File: src/rtl/insn_fetch.sv
// Instruction fetch / pre-decode stage: walks the code ROM one window per instruction,
// splits out opcode and decoded immediate, and presents them over a valid/ready handshake.
module insn_fetch #(
  parameter int MEM_DEPTH = 4,
  parameter int MEM_EXTRA = 4
) (
  input  logic                          clk,
  input  logic                          reset,
  output logic [MEM_DEPTH:0]            mem_addr,
  output logic [MEM_EXTRA-1:0]          mem_extra,
  input  logic [(2**MEM_EXTRA)*8-1:0]   mem_data,
  input  logic                          mem_error,
  input  logic                          redirect_valid,
  input  logic [MEM_DEPTH:0]            redirect_pc,
  output logic                          out_valid,
  input  logic                          out_ready,
  output logic [7:0]                    opcode,
  output logic [63:0]                   immediate,
  output logic [3:0]                    length,
  output logic [MEM_DEPTH:0]            pc,
  output logic [3:0]                    trap
);

  localparam int WIN_BITS = (2**MEM_EXTRA) * 8;
  localparam int DEC_BITS = 88;

  localparam logic [3:0] TRAP_NONE = 4'd0;
  localparam logic [3:0] TRAP_MEM  = 4'd1;
  localparam logic [3:0] TRAP_LEB  = 4'd2;

  if (MEM_EXTRA < 4) begin : gBadExtra
    $error("insn_fetch: MEM_EXTRA must be >= 4 so a window holds the longest instruction");
  end

  typedef enum logic [1:0] {
    S_FETCH,
    S_WAIT,
    S_VALID,
    S_TRAP
  } stateT;

  typedef struct packed {
    logic [63:0] value;
    logic [3:0]  len;
    logic        malformed;
  } lebT;

  // LEB128 payload starts at window byte 1; len counts the opcode byte too.
  function automatic lebT decodeLeb(input logic [DEC_BITS-1:0] win,
                                    input int maxBytes,
                                    input logic isSigned);
    lebT        r;
    logic       done;
    logic [7:0] b;
    r    = '0;
    done = 1'b0;
    for (int i = 0; i < 10; i++) begin
      b = win[8*(i+1) +: 8];
      if (!done && (i < maxBytes)) begin
        r.value = r.value | (64'(b[6:0]) << (7*i));
        r.len   = 4'(i + 2);
        if (!b[7]) begin
          done = 1'b1;
          if (isSigned && b[6] && (7*(i+1) < 64)) begin
            r.value = r.value | ({64{1'b1}} << (7*(i+1)));
          end
        end
      end
    end
    r.malformed = !done;
    return r;
  endfunction

  stateT              state_q, state_d;
  logic [MEM_DEPTH:0] fetchPc_q, fetchPc_d;
  logic [MEM_DEPTH:0] pcOut_q, pcOut_d;
  logic               valid_q, valid_d;
  logic [7:0]         opcode_q, opcode_d;
  logic [63:0]        imm_q, imm_d;
  logic [3:0]         len_q, len_d;
  logic [3:0]         trap_q, trap_d;

  logic [DEC_BITS-1:0] win;
  logic [7:0]          decOp;
  logic [63:0]         decImm;
  logic [3:0]          decLen;
  logic                decBad;
  lebT                 lebS5, lebS10, lebU5;

  assign win = mem_data[DEC_BITS-1:0];

  if (WIN_BITS > DEC_BITS) begin : gTail
    logic unusedWindowTail;
    assign unusedWindowTail = ^mem_data[WIN_BITS-1:DEC_BITS];
  end

  assign lebS5  = decodeLeb(win, 5, 1'b1);
  assign lebS10 = decodeLeb(win, 10, 1'b1);
  assign lebU5  = decodeLeb(win, 5, 1'b0);

  always_comb begin
    decOp  = win[7:0];
    decImm = '0;
    decLen = 4'd1;
    decBad = 1'b0;
    case (decOp)
      8'h41: begin
        decImm = lebS5.value;
        decLen = lebS5.len;
        decBad = lebS5.malformed;
      end
      8'h42: begin
        decImm = lebS10.value;
        decLen = lebS10.len;
        decBad = lebS10.malformed;
      end
      8'h43: begin
        decImm = {32'b0, win[39:8]};
        decLen = 4'd5;
      end
      8'h44: begin
        decImm = win[71:8];
        decLen = 4'd9;
      end
      8'h0C, 8'h0D, 8'h10, 8'h20, 8'h21, 8'h22, 8'h23, 8'h24: begin
        decImm = lebU5.value;
        decLen = lebU5.len;
        decBad = lebU5.malformed;
      end
      8'h02, 8'h03, 8'h04: begin
        decImm = {56'b0, win[15:8]};
        decLen = 4'd2;
      end
      default: begin
        decImm = '0;
        decLen = 4'd1;
      end
    endcase
  end

  // Redirect outranks everything except a trap, including a same-cycle accept.
  always_comb begin
    state_d   = state_q;
    fetchPc_d = fetchPc_q;
    pcOut_d   = pcOut_q;
    valid_d   = valid_q;
    opcode_d  = opcode_q;
    imm_d     = imm_q;
    len_d     = len_q;
    trap_d    = trap_q;
    if ((state_q != S_TRAP) && redirect_valid) begin
      fetchPc_d = redirect_pc;
      valid_d   = 1'b0;
      state_d   = S_FETCH;
    end else begin
      case (state_q)
        S_FETCH: state_d = S_WAIT;
        S_WAIT: begin
          if (mem_error) begin
            trap_d  = TRAP_MEM;
            state_d = S_TRAP;
          end else if (decBad) begin
            trap_d  = TRAP_LEB;
            state_d = S_TRAP;
          end else begin
            opcode_d = decOp;
            imm_d    = decImm;
            len_d    = decLen;
            pcOut_d  = fetchPc_q;
            valid_d  = 1'b1;
            state_d  = S_VALID;
          end
        end
        S_VALID: begin
          if (valid_q && out_ready) begin
            fetchPc_d = fetchPc_q + (MEM_DEPTH+1)'(len_q);
            valid_d   = 1'b0;
            state_d   = S_FETCH;
          end
        end
        S_TRAP: valid_d = 1'b0;
        default: state_d = S_FETCH;
      endcase
    end
  end

  always_ff @(posedge clk) begin
    if (!reset) begin
      state_q   <= S_FETCH;
      fetchPc_q <= '0;
      pcOut_q   <= '0;
      valid_q   <= 1'b0;
      opcode_q  <= '0;
      imm_q     <= '0;
      len_q     <= '0;
      trap_q    <= TRAP_NONE;
    end else begin
      state_q   <= state_d;
      fetchPc_q <= fetchPc_d;
      pcOut_q   <= pcOut_d;
      valid_q   <= valid_d;
      opcode_q  <= opcode_d;
      imm_q     <= imm_d;
      len_q     <= len_d;
      trap_q    <= trap_d;
    end
  end

  assign mem_addr  = fetchPc_q;
  assign mem_extra = '1;
  assign out_valid = valid_q;
  assign opcode    = opcode_q;
  assign immediate = imm_q;
  assign length    = len_q;
  assign pc        = pcOut_q;
  assign trap      = trap_q;

endmodule
File: config.mk
export PLATFORM = sky130hd
export DESIGN_NAME = insn_fetch
export DESIGN_NICKNAME = d
export VERILOG_FILES = /design/src/rtl/insn_fetch.sv
export SDC_FILE = /design/constraint.sdc
export NUM_CORES = 1
export LEC_CHECK = 0
export CAP_MARGIN = 20
export CORE_MARGIN = 5
export CORE_UTILIZATION = 30
export CTS_CLUSTER_SIZE = 10
export DETAILED_ROUTE_END_ITERATION = 7
export GPL_TIMING_DRIVEN = 0
export PLACE_DENSITY = 0.73
export SLEW_MARGIN = 20
export SYNTH_ARGS = -nofsm -noshare
export SYNTH_HDL_FRONTEND = slang
export SYNTH_SLANG_ARGS = --single-unit
File: constraint.sdc
create_clock -name clk -period 4.5 [get_ports clk]
set_input_delay 0.9 -clock clk [delete_from_list [all_inputs] [get_ports clk]]
set_output_delay 0.9 -clock clk [all_outputs]
set_load 0.02 [all_outputs]
* After elaboration in Yosys (flattened, before gate mapping)
Cells that the tools add are included.
** Word-level totals
- Word-level logic and storage cells :: 133
- Input bits :: 138
- Flip-flop bits (word level) :: 93
- Output and inout port bits :: 95
** Operators by class
- Reduce and logical (&&, ||, !) cells :: 19
- Bitwise logic cells :: 17
- Equality and inequality tests :: 22
- Mux-type cells :: 66
- Add/subtract/negate cells :: 1
** Operators by type and width (count)
- two-way mux 64 bit :: 18
- two-way mux 68 bit :: 12
- one-hot mux 64 bit (6 select lines) :: 1
- bitwise OR 64 x 21 -> 64 bit :: 2
- bitwise OR 64 x 28 -> 64 bit :: 2
- bitwise OR 64 x 35 -> 64 bit :: 2
- bitwise OR 64 x 14 -> 64 bit :: 1
- bitwise OR 64 x 42 -> 64 bit :: 1
- bitwise OR 64 x 49 -> 64 bit :: 1
- bitwise OR 64 x 56 -> 64 bit :: 1
- bitwise OR 64 x 63 -> 64 bit :: 1
- bitwise OR 64 bit :: 1
- equality test 8 x 6 -> 1 bit (second input constant) :: 5
- equality test 8 x 7 -> 1 bit (second input constant) :: 4
- two-way mux 1 bit :: 24
- one-hot mux 4 bit (6 select lines) :: 1
- two-way mux 18 bit :: 1
- equality test 8 x 2 -> 1 bit (second input constant) :: 2
- equality test 8 x 4 -> 1 bit (second input constant) :: 2
- two-way mux 5 bit :: 3
- bitwise OR 7 x 14 -> 14 bit :: 1
- OR reduction 9 bit :: 1
- equality test 8 x 3 -> 1 bit (second input constant) :: 1
- equality test 8 x 5 -> 1 bit (second input constant) :: 1
- 21 further kinds :: 36

* Longest topological paths before layout
Gate-level depths: netlist (run 1).
- Word-level depth :: 37
- Depth in mapped cells :: 12
- Depth with buffers taken out :: 9

* Worst setup path before layout (run 1)
No wires, ideal clock.
- Path kind :: in2reg
- From :: input mem_data[31]
- To :: register imm_q[56], in the netlist immediate[56]
- Data required time :: 4380 ps
- Setup time :: 120 ps
- Setup slack :: 1894 ps
- Arrival time :: 2486 ps
- Path buffers :: 4
- Stages :: 10
- Path through :: buf_4 -> and4_4 -> buf_6 -> and4_1 -> buf_4 -> and4_4 -> buf_6 -> a221o_1 -> o21ai_0 -> a21boi_1
** Between the ends
- Longest elaborated chain between the ends :: 29
- Elaborated cells on any way between the ends :: 46
- Classes of those cells :: mux (34); bitwise (9); reduce/logical (3)
** RTL lines
- from (decl) :: line 11 : input logic [(2**MEM_EXTRA)*8-1:0] mem_data,
- two-way mux 64 bit :: line 62 : if (!b[7]) begin
- two-way mux 68 bit :: line 59 : if (!done && (i < maxBytes)) begin
- bitwise OR 64 x 28 -> 64 bit :: line 60 : r.value = r.value | (64'(b[6:0]) << (7*i));
- two-way mux 64 bit :: line 64 : if (isSigned && b[6] && (7*(i+1) < 64)) begin
- two-way mux 64 bit :: line 62
- two-way mux 68 bit :: line 59
- bitwise OR 64 x 35 -> 64 bit :: line 60
- two-way mux 64 bit :: line 64
- [... 13 more ...]
- two-way mux 68 bit :: line 59
- bitwise OR 64 x 63 -> 64 bit :: line 60
- two-way mux 64 bit :: line 64
- two-way mux 64 bit :: line 62
- two-way mux 68 bit :: line 59
- bitwise OR 64 bit :: line 60
- two-way mux 68 bit :: line 59
- one-hot mux 64 bit (6 select lines) :: line 106 : case (decOp)
- to (signal assigned) :: line 203 : imm_q <= imm_d;
- to (decl) :: line 79 : logic [63:0] imm_q, imm_d;
Several ways; a longest one is shown, not always the timed one.
A chain may end at the register's enable or synchronous reset.

* Worst setup path in the final report (run 1)
- From :: input mem_data[39]
- To :: register imm_q[39], in the netlist immediate[39]
** Between the ends
- Longest elaborated chain between the ends :: 25
- Elaborated cells on any way between the ends :: 39
- Classes of those cells :: mux (29); bitwise (7); reduce/logical (3)
** RTL lines (line)
- two-way mux 64 bit :: 62
- two-way mux 68 bit :: 59
- bitwise OR 64 x 35 -> 64 bit :: 60
- two-way mux 64 bit :: 64
- two-way mux 64 bit :: 62
- two-way mux 68 bit :: 59
- bitwise OR 64 x 42 -> 64 bit :: 60
- two-way mux 64 bit :: 64
- [... 9 more ...]
- two-way mux 68 bit :: 59
- bitwise OR 64 x 63 -> 64 bit :: 60
- two-way mux 64 bit :: 64
- two-way mux 64 bit :: 62
- two-way mux 68 bit :: 59
- bitwise OR 64 bit :: 60
- two-way mux 68 bit :: 59
- one-hot mux 64 bit (6 select lines) :: 106
Several ways; a longest one is shown, not always the timed one.

==> results of run 1 <==
report_power, final:
part	internal, W	switching [W]	leakage (nW)	total, W
sequential	0.000822	0.0000119	0.737	0.000834
clock	0.000423	0.000335	0.146	0.000758
combinational	0.000148	0.000157	1.87	0.000305
registers in the layout, summed over array words and instances, names as in the netlist:
signal / count
immediate: 64
out_valid: 1
mem_addr: 5
length: 4
opcode: 8
trap: 2
pc: 5
state_q: 2
area by class of cell:
class	count	area [sq um]
clock inverter	4	30.03
inverter	12	45.04
clock buffer	12	266.5
multi-input combinational	495	3005
fill	1702	9618
tap	225	281.5
antenna	1	2.502
timing repair buffer	175	1752
sequential	91	1822
buffer	63	354.1
worst reg2reg max path: cells and delay by family (launching register included):
family                 cells  cell delay (ns)
AO/OA/AOI/OAI              2             0.71
buffers and inverters      1             0.25
flip-flops                 1             0.41
AND/OR/NAND/NOR            4             0.94
logic make-up after synthesis:
family          share of synthesized area [%]
compound gates                          33.28
xor+xnor                               0.5043
fa+ha+maj                               1.345
buf+inv                                 7.659
flops                                   34.96
mux                                    0.6002
other cells                            0.1441
simple gates                            21.51
cell usage after synthesis (all sizes together), types with 2 or more instances:
| master | n |
|---|---|
| ha | 4 |
| or3b | 2 |
| nand3b | 3 |
| clkbuf | 26 |
| mux2i | 2 |
| a21o | 10 |
| dfxtp | 91 |
| o311ai | 2 |
| nand4b | 2 |
| buf | 37 |
| a31o | 4 |
| nor4 | 2 |
| and4 | 4 |
| o21ai | 52 |
| o31ai | 3 |
| a221o | 7 |
| nor2b | 6 |
| a32o | 2 |
| o211ai | 2 |
| o21a | 2 |
| nor3b | 12 |
| a21oi | 49 |
| xor2 | 2 |
| a21boi | 52 |
| nand2 | 111 |
| a2111oi | 7 |
| o2bb2ai | 2 |
| nor2 | 29 |
| a31oi | 11 |
| nand3 | 31 |
| a22oi | 10 |
| nor3 | 5 |
| inv | 12 |
| a221oi | 17 |
| and3 | 6 |
| and2 | 5 |
| conb | 2 |
| o211a | 11 |
| nand2b | 6 |
routing by layer:
layer / GRT usage (%) / up-vias
met1: 24.17 / 2620
met3: 6.033 / 23
met4: 5.556 / 0
met2: 32.30 / 246
met5: 0 / -
li1: - / 2755
final timing paths:
path | to | slack, ns | cells after the start
max reg2reg | immediate[39] | 2.05 | 7
min | immediate[62] | 0.45 | 2
max | immediate[39] | 1.32 | 10
min reg2reg | immediate[62] | 0.45 | 2
metrics by stage:
stage,utilization (%),setup WS [ns],instances,hold WS (ns)
2_1_floorplan,-,1.894,661,0.5035
3_3_place_gp,42.26,1.010,1061,0.4376
3_5_place_dp,42.26,0.9907,1061,0.4463
4_1_cts,43.99,1.343,1077,0.4553
5_1_grt,43.99,1.086,1077,0.4808
6_report,44.01,1.317,1078,0.4511
==> impl_metrics.json, run 1 <==
{
  "coreArea_sq_mm": 0.01718,
  "pin_count": 233,
  "clock_sinks": 91,
  "cts_buffer_depth": 2,
  "hp-start": "immediate[62]",
  "rsz0062_at_grt": "no",
  "min_period_ns": 3.183,
  "dr_wl_met2_um": 9453,
  "ir_drop_mv": 0.1760,
  "place_area_sq_mm": 0.007259,
  "synthFlopType": "dfxtp_1",
  "cp.required_ns": 4.72,
  "ys_seq_area_share_pct": 34.96,
  "start_util_pct": 30.34,
  "drive_gt1_share_pct": 7.981,
  "hold_viol": 0,
  "postCtsSetupRepairBufs": 0,
  "place_congestion": 0.9046,
  "wl_met3_um": 1741,
  "r2r_start": "state_q[0]",
  "setup_viol": 0,
  "cp-startpoint": "mem_data[39]",
  "fp-row-count": 48,
  "crit_type": "primary input to flip-flop",
  "numCtsBuffers": 9,
  "grt_first_pass_wirelength_um": 30680,
  "avgSynthCellArea_sq_um": 7.932,
  "synth-seq-cells": 91,
  "async_flop_share_pct": 0,
  "path_cells": "clkdlybuf4s50_1 -> and4_4 -> buf_6 -> and4_1 -> buf_4 -> a31oi_4 -> nand2_2 -> buf_2 -> a2111oi_0 -> nor3b_1",
  "route.detailed.drc": 0,
  "final_cell_mix": "175 x clkdlybuf4s50_1, 110 x nand2_1, 91 x dfxtp_1",
  "gr-total-overflow": 0,
  "clk_pin_slew_ns": 0.07,
  "crit_buf_inv": 4,
  "status": "finished clean",
  "drv_cap": 0,
  "dp_hpwl_um": 15530,
  "cts_tree": "built",
  "startpoint_type": "primary input",
  "post-route-period-util_pct": 70.73,
  "finalMaxSlewViolations": 0,
  "dieArea_sq_mm": 0.02011,
  "synthTopCellsByArea": "dfxtp_1 35%, nand2_1 7.9%, a21oi_1 4.7%",
  "grt_max_degree": 16,
  "design_area_sq_mm": 0.007559,
  "cp_data_arrival_time_ns": 3.40,
  "synth_edf_count": 0,
  "io_buffers": 175,
  "drt_iter0_markers": 441,
  "first_global_vias": 5506,
  "tightest_slew_ns": 0.6801,
  "syn_inst": 657,
  "relSlewSlack_pct": 54.09,
  "wl_per_cell_um": 18.47,
  "critical_path.max_fanout": 10,
  "ys_warn_count": 0,
  "htree_num_levels": 3,
  "top_layer": "met4",
  "crit_slowest_cell": "a2111oi_0",
  "vias_per_cell": 5.236,
  "clock_latency_ns": 0.35,
  "nNetsFinal": 990,
  "antenna_found_initial": 1,
  "synth_top_area_share_pct": 34.96,
  "area_growth_pct": 45.04,
  "wl_met1_um": 8376,
  "root_buffer": "clkbuf_16",
  "leakage_nw": 2.749,
  "fin_tns_setup_ns": 0,
  "syn_area_sq_mm": 0.005211,
  "worstHoldPathType": "flip-flop to flip-flop",
  "floorplan.die.width_um": 141.8,
  "ctsHoldBuffers": 0,
  "first_pass_iters": 5,
  "finalPower_w": 0.001896,
  "cts.repair.resized": 0,
  "p_per_area_mw_per_mm2": 250.9,
  "drt-total-wl_um": 19920,
  "skew_ns": 0.008941,
  "final_common_cell": "clkdlybuf4s50_1",
  "cp-end-kind": "flip-flop",
  "synth_cell_types": 69,
  "dieHeight_um": 141.8,
  "path_delay_family": "buffers and inverters",
  "yosysTopAreaCell": "dfxtp_1",
  "cp_slowest_stage_delay_ns": 0.52,
  "grt_use_total_pct": 19.40,
  "timing.fmax_mhz": 314.2,
  "vias": 5644,
  "drtAntennaViolNets": 0
}
Power figures use the tool's default switching activity.
==> run 2, diff against run 1 <==
- PLACE_DENSITY: 0.73 -> 0.75
- clock period: 4.5 -> 2.55 ns (I/O delays scaled with it)
==> run 2 against run 1 <==
Compared with the run above: total power increased by 81%; count of clock-buffer cells in the layout decreased by 2; critical path depth unchanged; worst setup slack lost 1.3 ns; critical path type unchanged; largest cell class unchanged; highest routed layer is now met5.
==> impl_metrics.json, run 2 (synthesis gave the netlist of run 1 again) <==
{
  "dieArea_sq_mm": 0.02011,
  "drv_cap": 0,
  "coreArea_sq_mm": 0.01718,
  "dp_hpwl_um": 15470,
  "critical_path.max_fanout": 10,
  "drt-total-wl_um": 20000,
  "clock_latency_ns": 0.36,
  "cp_slowest_stage_delay_ns": 0.52,
  "post-route-period-util_pct": 98.09,
  "crit_slowest_cell": "clkdlybuf4s50_1",
  "floorplan.die.width_um": 141.8,
  "wl_per_cell_um": 18.55,
  "holdWs_ns": 0.4496,
  "status": "finished clean",
  "drtAntennaViolNets": 0,
  "skew_ns": 0.006711,
  "cp-end-kind": "flip-flop",
  "leakage_nw": 2.869,
  "crit_top_cell": "buf_6",
  "finalPower_w": 0.003430,
  "reg2reg_slack_ns": 0.38,
  "relSlewSlack_pct": 60.81,
  "path_delay_family": "buffers and inverters",
  "hp-start": "immediate[45]",
  "place_congestion": 0.9532,
  "setup_viol": 0,
  "final_common_cell": "clkdlybuf4s50_1",
  "start_util_pct": 30.34,
  "whs_endpoint": "immediate[45]",
  "startpoint_type": "primary input",
  "ctsHoldBuffers": 0,
  "final_cell_mix": "169 x clkdlybuf4s50_1, 110 x nand2_1, 91 x dfxtp_1",
  "route.detailed.drc": 0,
  "grt_max_degree": 17,
  "gr-total-overflow": 0,
  "n_antenna_cell": 0,
  "min_period_ns": 2.501,
  "vias_per_cell": 5.344,
  "rsz0062_at_grt": "yes",
  "r2r_cells": 8,
  "cts_buffer_depth": 2,
  "fin_tns_setup_ns": 0,
  "p_per_area_mw_per_mm2": 444.1,
  "pin_count": 233,
  "area_growth_pct": 48.21,
  "cp.required_ns": 2.80,
  "htree_num_levels": 3,
  "worstHoldPathType": "flip-flop to flip-flop",
  "vias": 5761,
  "dieHeight_um": 141.8,
  "preCtsSetupSlack_ns": -0.5756,
  "grt_use_total_pct": 18.93,
  "cp_data_arrival_time_ns": 2.75,
  "hold_viol": 0,
  "timing.fmax_mhz": 399.8,
  "ir_drop_mv": 0.3447,
  "clk_pin_slew_ns": 0.07,
  "io_buffers": 175,
  "fillers": 1732,
  "numCtsBuffers": 9,
  "grt_first_pass_wirelength_um": 29980,
  "whs_path_depth": 2,
  "finalMaxSlewViolations": 0,
  "nNetsFinal": 991,
  "drt_iter0_markers": 427,
  "first_pass_iters": 6,
  "r2r_start": "state_q[0]",
  "first_global_vias": 5401,
  "tightest_slew_ns": 0.5731,
  "root_buffer": "clkbuf_16",
  "design_area_sq_mm": 0.007724,
  "timing.final.ws_setup_ns": 0.04870,
  "path_cells": "clkdlybuf4s50_1 -> nor3b_4 -> and4_1 -> buf_4 -> a31oi_4 -> and2_4 -> buf_6 -> buf_6 -> buf_6 -> o211a_1",
  "place_area_sq_mm": 0.007259,
  "cts_tree": "built",
  "crit_type": "primary input to flip-flop",
  "crit_buf_inv": 5,
  "clock_sinks": 91,
  "antenna_found_initial": 1,
  "fp-row-count": 48,
  "r2r-end": "length[3]",
  "drive_gt1_share_pct": 10.90,
  "largest_reg_flops": 64
}
run 2: cell types whose count changed in the layout (fill, tap and decap cells not counted), sizes merged:
cell	delta
diode	-1
bufinv	+1
clkdlybuf4s50	-6
dlymetal6s2s	+6
clkinv	+1
clkbuf	-1
run 2: per-layer routing:
metal | GRT usage (%) | vias up | share of wire (%)
met5 | 0 | - | 0.055
met4 | 7.172 | 2 | 2.8
met3 | 5.460 | 38 | 8.1
met2 | 30.65 | 250 | 47
met1 | 23.85 | 2718 | 42
li1 | - | 2753 | -
run 2: worst max path at each step:
stage,from,endpoint,slack (ns),depth (start not counted)
floorplan,mem_data[31],immediate[56],0.33,10
CTS,mem_data[39],immediate[20],0.003,10
global route,mem_data[1],length[3],-0.05,10
global placement,mem_data[4],length[3],-0.54,6
finish,mem_data[1],length[3],0.05,10
detailed placement,mem_data[4],length[3],-0.58,6
run 2: repair_timing:
action	CTS	global route
pin swaps	1	0
setup endpoints to repair	63	79
resized for setup	14	45
buffers inserted	1	0
run 2: cell type report:
type                    count  area [sq um]  area share (%)
multi-input cells         495          3102           40.16
flip-flops and latches     91          1822           23.59
repair buffers            176          1774           22.97
plain buffers              63         389.1           5.038
well taps                 225         281.5           3.645
clock buffers              10         239.0           3.094
clock inverters             6         71.32          0.9234
inverters                  12         45.04          0.5832
run 2: worst register-to-register path, cell delays in order, from the launching register on:
cell      delay [ns]
dfxtp_1         0.41
or3b_1          0.42
nand2b_1        0.22
a31oi_4         0.20
and2_4          0.17
buf_6           0.13
buf_6           0.16
o311ai_1        0.18
o211a_1         0.18
run 2: through the flow:
| step | instances | utilization (%) |
|---|---|---|
| floorplan | 661 | - |
| global placement | 1061 | 42.26 |
| detailed placement | 1061 | 42.26 |
| CTS | 1078 | 44.27 |
| global route | 1078 | 44.97 |
| finish | 1078 | 44.97 |
run 2: report_power, final:
part,leakage (nW),internal (W),switching [W]
clock,0.151,0.000797,0.000611
combinational,1.98,0.000268,0.000283
sequential,0.737,0.00145,0.0000210
==> run 3, diff against run 2 <==
- CORE_UTILIZATION: 30 -> 35
- PLACE_DENSITY: 0.75 -> 0.84
- SETUP_SLACK_MARGIN: unset -> 0.15
==> run 3 against run 2 <==
Compared with the run above: utilization grew 7.9 points; total power decreased by 0.20%; worst hold slack improved by 0.0011 ns; sequential power about the same; via count shrank 0.75%; critical path depth stayed put; first-iteration DRC count increased by 17%; largest power group unchanged; highest routed layer unchanged.
==> impl_metrics.json, run 3 (synthesis gave the netlist of run 1 again) <==
{
  "status": "finished clean",
  "dp_hpwl_um": 14710,
  "tightest_slew_ns": 0.6498,
  "drt-total-wl_um": 19050,
  "floorplan.die.width_um": 132.0,
  "skew_ns": 0.007933,
  "path_delay_family": "buffers and inverters",
  "dieArea_sq_mm": 0.01743,
  "startpoint_type": "primary input",
  "grt_first_pass_wirelength_um": 29560,
  "hold_viol": 0,
  "r2r_cells": 8,
  "drv_cap": 0,
  "cp-end-kind": "flip-flop",
  "cp.required_ns": 2.80,
  "first_global_vias": 5393,
  "fillers": 1344,
  "globalRouteMet1Util_pct": 26.59,
  "whs_path_depth": 2,
  "io_buffers": 175,
  "antenna_found_initial": 1,
  "timing.fmax_mhz": 425.1,
  "path_cells": "clkdlybuf4s50_1 -> nor3b_4 -> and4_1 -> buf_6 -> a31oi_4 -> and2_4 -> buf_6 -> buf_6 -> buf_6 -> o211a_1",
  "largest_reg_flops": 64,
  "crit_top_cell": "buf_6",
  "rsz0062_at_grt": "yes",
  "fin_tns_setup_ns": 0,
  "clock_sinks": 91,
  "busiest_layer": "met2",
  "crit_slowest_cell": "clkdlybuf4s50_1",
  "leakage_nw": 2.862,
  "numCtsBuffers": 9,
  "grt_use_total_pct": 20.94,
  "coreArea_sq_mm": 0.01459,
  "route.detailed.drc": 0,
  "htree_num_levels": 3,
  "cts_tree": "built",
  "crit_type": "primary input to flip-flop",
  "nNetsFinal": 994,
  "critical_path.max_fanout": 10,
  "gr-total-overflow": 0,
  "ir_drop_mv": 0.3311,
  "final_common_cell": "clkdlybuf4s50_1",
  "p_per_area_mw_per_mm2": 444.0,
  "relSlewSlack_pct": 56.68,
  "cp_data_arrival_time_ns": 2.61,
  "worst-path-stages": 10,
  "clock_latency_ns": 0.36,
  "fin_cells": 1040,
  "start_util_pct": 35.72,
  "crit_buf_inv": 5,
  "drtAntennaViolNets": 0,
  "grt_util_met2_pct": 33.44,
  "wl_per_cell_um": 18.32,
  "holdWs_ns": 0.4507,
  "dieHeight_um": 132.0,
  "vias_per_cell": 5.498,
  "area_growth_pct": 47.95,
  "drive_gt1_share_pct": 11.68,
  "min_period_ns": 2.352,
  "final_cell_mix": "168 x clkdlybuf4s50_1, 110 x nand2_1, 91 x dfxtp_1",
  "n_antenna_cell": 0,
  "cp_slowest_stage_delay_ns": 0.46,
  "clk_pin_slew_ns": 0.07,
  "vias": 5718,
  "post-route-util_pct": 52.85,
  "first_pass_iters": 6,
  "fp-row-count": 44,
  "cts_buffer_depth": 2,
  "met3_usage_pct": 6.298,
  "place_congestion": 0.8604,
  "finalMaxSlewViolations": 0,
  "drt_iter0_markers": 500,
  "pin_count": 233,
  "setup_viol": 0,
  "dp.cells": 1020,
  "worstHoldPathType": "flip-flop to flip-flop",
  "root_buffer": "clkbuf_16",
  "post-route-period-util_pct": 92.24,
  "grt_max_degree": 18
}
[run 3: layout make-up]
type | instances | area [sq um] | share of cell area [%]
tap | 184 | 230.2 | 2.986
multi-input combinational | 495 | 3132 | 40.62
inverter | 12 | 45.04 | 0.5842
sequential | 91 | 1822 | 23.63
timing repair buffer | 179 | 1778 | 23.06
clock inverter | 7 | 81.33 | 1.055
buffer | 63 | 396.6 | 5.144
clock buffer | 9 | 225.2 | 2.921
[run 3: final timing paths]
path	from	endpoint	slack, ns
worst min register to register	immediate[42]	immediate[42]	0.45
worst max register to register	state_q[0]	immediate[34]	0.40
worst max-delay path	mem_data[2]	immediate[11]	0.20
worst min-delay path	immediate[42]	immediate[42]	0.45
[run 3: through the flow]
stage | instance area, sq um | total power, W | setup slack [ns]
floorplan | 5226 | 0.001740 | 0.3342
global placement | 7208 | 0.002026 | -0.5368
detailed placement | 7208 | 0.002029 | -0.5327
CTS | 7607 | 0.003427 | 0.1579
global route | 7710 | 0.003554 | 0.1340
finish | 7710 | 0.003423 | 0.1978
[run 3: per-layer routing]
layer | up-vias | part of all wire (%)
li1 | 2769 | -
met1 | 2618 | 42
met2 | 276 | 46
met3 | 53 | 9.0
met4 | 2 | 3.3
met5 | - | 0.037
[run 3: timing repair]
item,CTS,global route
hold endpoints to repair,0,0
resized for setup,35,32
gates cloned,0,1
hold buffers,0,0
pin swaps,4,4
endpoints found under the setup margin,83,72
setup buffers,2,1
[run 3: power by group]
group / switching, W / leakage (nW) / internal [W]
sequential: 0.0000209 / 0.737 / 0.00145
clock: 0.000622 / 0.153 / 0.000779
combinational: 0.000282 / 1.97 / 0.000269
total: 0.000925 / 2.86 / 0.00250
[run 3: worst reg2reg max path, cell delays in order (launching register included)]
cell,delay [ns]
dfxtp_1,0.41
or3b_1,0.42
nand2b_1,0.23
a31oi_4,0.20
and2_4,0.17
buf_6,0.13
buf_2,0.20
o21ai_0,0.15
a21boi_1,0.17
